## src/rtl/instr_fetch_unit.sv

```systemverilog
// Instruction fetch stage: holds PC, fetches one word over req/ready, presents it to decode.
// Optional build macro IFU_MISALIGN_TRAP_EN: misaligned branch target sets sticky flag and halts.
module instr_fetch_unit #(
    parameter logic [31:0] RESET_PC  = 32'h0000_0000,
    parameter logic [31:0] NOP_INSTR = 32'h0000_0013
) (
    input  logic        clk,
    input  logic        rst_n,
    output logic        imem_req,
    output logic [31:0] imem_addr,
    input  logic        imem_ready,
    input  logic [31:0] imem_rdata,
    output logic        instr_valid,
    input  logic        instr_ready,
    input  logic        PCSrc,
    input  logic [31:0] PCTarget,
    output logic [31:0] Instr,
    output logic [6:0]  op,
    output logic [31:0] PC,
    output logic [31:0] PCPlus4,
    output logic        misaligned
);

`ifdef IFU_MISALIGN_TRAP_EN
    typedef enum logic [1:0] {S_IDLE, S_FETCH, S_VALID, S_HALT} state_t;
    logic misaligned_q;
`else
    typedef enum logic [1:0] {S_IDLE, S_FETCH, S_VALID} state_t;
`endif

    state_t state;

    assign imem_addr = PC;
    assign op        = Instr[6:0];
    assign PCPlus4   = PC + 32'd4;

`ifdef IFU_MISALIGN_TRAP_EN
    assign misaligned = misaligned_q;
`else
    logic unused_tgt_lo;
    assign misaligned    = 1'b0;
    assign unused_tgt_lo = ^PCTarget[1:0];
`endif

    // req/valid are registered alongside the state so they are glitch-free to memory/decode
    always_ff @(posedge clk) begin
        if (!rst_n) begin
            state       <= S_IDLE;
            PC          <= RESET_PC;
            Instr       <= NOP_INSTR;
            imem_req    <= 1'b0;
            instr_valid <= 1'b0;
`ifdef IFU_MISALIGN_TRAP_EN
            misaligned_q <= 1'b0;
`endif
        end else begin
            case (state)
                S_IDLE: begin
                    state    <= S_FETCH;
                    imem_req <= 1'b1;
                end
                S_FETCH: begin
                    if (imem_ready) begin
                        Instr       <= imem_rdata;
                        imem_req    <= 1'b0;
                        instr_valid <= 1'b1;
                        state       <= S_VALID;
                    end
                end
                S_VALID: begin
                    if (instr_ready) begin
                        instr_valid <= 1'b0;
`ifdef IFU_MISALIGN_TRAP_EN
                        if (PCSrc && (PCTarget[1:0] != 2'b00)) begin
                            misaligned_q <= 1'b1;
                            PC           <= PCTarget;
                            state        <= S_HALT;
                        end else begin
                            PC       <= PCSrc ? PCTarget : PCPlus4;
                            imem_req <= 1'b1;
                            state    <= S_FETCH;
                        end
`else
                        PC       <= PCSrc ? {PCTarget[31:2], 2'b00} : PCPlus4;
                        imem_req <= 1'b1;
                        state    <= S_FETCH;
`endif
                    end
                end
`ifdef IFU_MISALIGN_TRAP_EN
                S_HALT: begin
                    imem_req    <= 1'b0;
                    instr_valid <= 1'b0;
                end
`endif
                default: begin
                    state       <= S_IDLE;
                    imem_req    <= 1'b0;
                    instr_valid <= 1'b0;
                end
            endcase
        end
    end

endmodule

```

## config.mk

```make
export PLATFORM = sky130hd
export DESIGN_NAME = instr_fetch_unit
export DESIGN_NICKNAME = d
export VERILOG_FILES = /design/src/rtl/instr_fetch_unit.sv
export SDC_FILE = /design/constraint.sdc
export NUM_CORES = 1
export LEC_CHECK = 0
export CAP_MARGIN = 10
export CORE_MARGIN = 2
export CORE_UTILIZATION = 44
export DETAILED_ROUTE_END_ITERATION = 8
export PLACE_DENSITY = 0.88
export SLEW_MARGIN = 20
export SYNTH_ARGS = -nofsm -noshare
export SYNTH_HDL_FRONTEND = slang
export SYNTH_SLANG_ARGS = --single-unit
```

## constraint.sdc

```tcl
create_clock -name clk -period 6.3 [get_ports clk]
set_input_delay 1.26 -clock clk [delete_from_list [all_inputs] [get_ports clk]]
set_output_delay 1.26 -clock clk [all_outputs]
set_load 0.02 [all_outputs]
```

==> metrics.yaml <==
setup_path:
  crit_slowest_cell: "or4_1"
  slowest_delay_ns: 0.77
  rr_startpoint: "PC[6]"
  worst_ep_arrival_time_ns: 3.33
  r2r_cells: 4
  crit_type: "reg -> out"
  r2r_slack_ns: 3.65
  cp-end-kind: "output port"
  r2r_end: "PC[26]"
  startpoint_type: "register"
  crit_path_cell_trace: "nand4_2 -> or4_1 -> or3_4 -> xnor2_1 -> clkdlybuf4s50_1"
  crit_fanout: 14
  crit_required_ns: 5.04
global_routing:
  grt_max_degree: 58
  antenna_found_initial: 0
  grt_pass1_wl_um: 20400
  grt_pass1_vias: 4205
  overflow: 0
  grt.total_usage_pct: 25.3
layout:
  n_antenna_cell: 0
  synthToLayoutAreaGrowth_pct: 45.4
  final_cell_mix: "clkdlybuf4s50_1 (196), nand2_1 (109), dfxtp_1 (65), a21oi_1 (47), nand3_1 (26)"
  fin_util_pct: 66.5
  layout-drive-gt1-share_pct: 4.30
  fillCellCount: 740
  final_common_cell: "clkdlybuf4s50_1"
  nNetsFinal: 739
synthesis:
  synth_area_mm2: 0.00403
  synth-async-reset-ratio_pct: 0
  ys_seq_area_share_pct: 32.3
  synth_warnings: 0
  syn_avg_cell_area_um2: 7.39
  synth-seq-cells: 65
  synth-edff-count: 0
  ys_types: 60
  synthCells: 545
  synthFlopType: "dfxtp_1"
power_and_ir_drop:
  power.leakage_uw: 0.00200
  ir_drop_uv: 110
  power_density_mw_per_mm2: 170
sta:
  tns_ns: 0
  min_period_ns: 4.59
  holdWs_ns: 0.455
  max_freq_mhz: 218
  fin_crit_sh_pct: 72.8
  worst_slew_pin_slew_ns: 1.14
  hold_viol_final: 0
  setup_viol: 0
  relSlewSlack_pct: 23.7
  slew_viol_final: 0
  clock_skew_ns: 0.00875
  rsz0062_at_grt: "false"
drt:
  drtAntennaViolNets: 0
  dr.first_iter.drc_count: 239
  via_count: 4404
  wl_per_cell_um: 16.5
  drcViolationCount: 0
  wl_um: 12900
  first_pass_iters: 5
  via_per_inst: 5.63
clocking:
  clk_pin_slew_worst_paths_ns: 0.08
  holdBufCountCts: 0
  cts_tree: "done"
  cts.path.max_buffers: 2
  numCtsBuffers: 9
  root_buffer: "clkbuf_8"
  htree_levels: 3
  cts_resized: 0
  cts_sinks: 65
  clk_latency_ns: 0.35
  post_cts_buffers: 0
job:
  maxCapViolCount: 0
min_path:
  hold_start: "Instr[24]"
  hold_class: "reg -> reg"
  holdPathEnd: "Instr[24]"
  hold_depth: 2
die:
  ioPinCount: 207
  core.rowCount: 34
  die_y_um: 99.7
  coreArea_mm2: 0.00881
  initial_core_util_pct: 45.7
  dieArea_mm2: 0.00994
  fp.dieW_um: 99.7
placement:
  hpwlAfterDp_um: 9170
  portBuffers: 197
  place.gp.congestion: 0.867
outcome:
  status: "completed"
-- registers in the layout (all words and copies together) (netlist names) --
signal	flops
Instr	32
state	2
PC	30
instr_valid	1
-- worst max-delay path: cells and delay by family (launching register included) --
kind	cells	cell delay [ns]
xor gates and xnor gates	1	0.13
DFF	1	0.60
and+or+nand+nor	3	1.62
buffers and inverters	1	0.62
-- worst max-delay path by stage --
| stage | endpoint | cells after the start | startpoint | slack (ns) |
|---|---|---|---|---|
| 2_1_floorplan | PCPlus4[26] | 6 | PC[2] | 2.75 |
| 3_3_place_gp | PCPlus4[24] | 5 | PC[6] | 2.11 |
| 3_5_place_dp | PCPlus4[24] | 5 | PC[6] | 2.00 |
| 4_1_cts | PCPlus4[24] | 5 | PC[6] | 1.62 |
| 5_1_grt | PCPlus4[26] | 5 | PC[6] | 1.58 |
| 6_report | PCPlus4[26] | 5 | PC[6] | 1.71 |
-- cell type report --
type | count | area, µm² | area share (%)
multi-input combinational | 387 | 2210 | 37.8
timing repair buffer | 198 | 1970 | 33.7
sequential | 65 | 1300 | 22.2
tap | 108 | 135 | 2.31
clock buffer | 9 | 124 | 2.11
clock inverter | 7 | 77.6 | 1.32
inverter | 8 | 30.0 | 0.513
-- cell usage after synthesis, drive strengths merged, types with 2 or more instances --
cell     count  area (µm²)
o31a         7        61.3
nand4       10        68.8
a21oi       47         235
and4         6        52.6
o31ai        4        30.0
xor2         9        78.8
clkbuf      40         153
o41ai        2        17.5
o21ai       16        80.1
mux2i        5        50.1
or3          5        36.3
nor2b        3        18.8
xnor2       18         158
nor3         8        40.0
a211oi       3        22.5
and3         5        31.3
mux2         3        33.8
o211ai       3        22.5
nor4        12        75.1
a31oi       10        62.6
nor2        23        86.3
inv          7        26.3
nand3       27         140
o211a        2        20.0
buf         51         365
a22oi        3        22.5
o2111ai      2        17.5
and2         5        31.3
or2          2        12.5
or4          6        45.0
o21a         2        15.0
dfxtp       65        1300
o22ai        4        25.0
o311ai       2        17.5
nand2      109         409
a32oi        2        17.5
-- routing by layer --
layer | share of wire [%] | vias up | GRT usage (%)
li1 | - | 2106 | -
met1 | 41 | 2028 | 30.9
met2 | 49 | 237 | 43.2
met3 | 7.5 | 33 | 4.64
met4 | 2.9 | 0 | 11.4
met5 | 0 | - | 0
-- report_power, final --
part           total [µW]  internal (µW)  leakage [µW]  switching, µW
registers             442            426      0.000528           16.3
logic                 188           94.5       0.00137           93.2
clock network         367            187      0.000101            180
total                 997            707       0.00200            289
-- cells by family (layout without fill, tap and decap cells) --
| group | Yosys count | after routing | share of synthesized area, % |
|---|---|---|---|
| adder cells (fa/ha/maj) | 1 | 1 | 0.311 |
| flip-flops | 65 | 65 | 32.3 |
| multiplexers | 8 | 8 | 2.08 |
| buffers and inverters | 99 | 222 | 13.6 |
| other | 1 | 7 | 0.0931 |
| XOR/XNOR | 27 | 27 | 5.87 |
| AO/OA/AOI/OAI | 116 | 116 | 18.2 |
| AND/OR/NAND/NOR | 228 | 228 | 27.5 |
-- per-stage QoR --
stage / area, µm² / instances / total power (µW) / worst slack [ns]
after global placement: 5640 / 766 / 633 / 2.11
after detailed placement: 5650 / 766 / 639 / 2.00
after CTS: 5850 / 782 / 1000 / 1.62
after global routing: 5860 / 782 / 1040 / 1.58
after floorplan: 4050 / 551 / 548 / 2.75
final: 5860 / 782 / 997 / 1.71
Note: power is estimated with default switching activity, not from simulation.
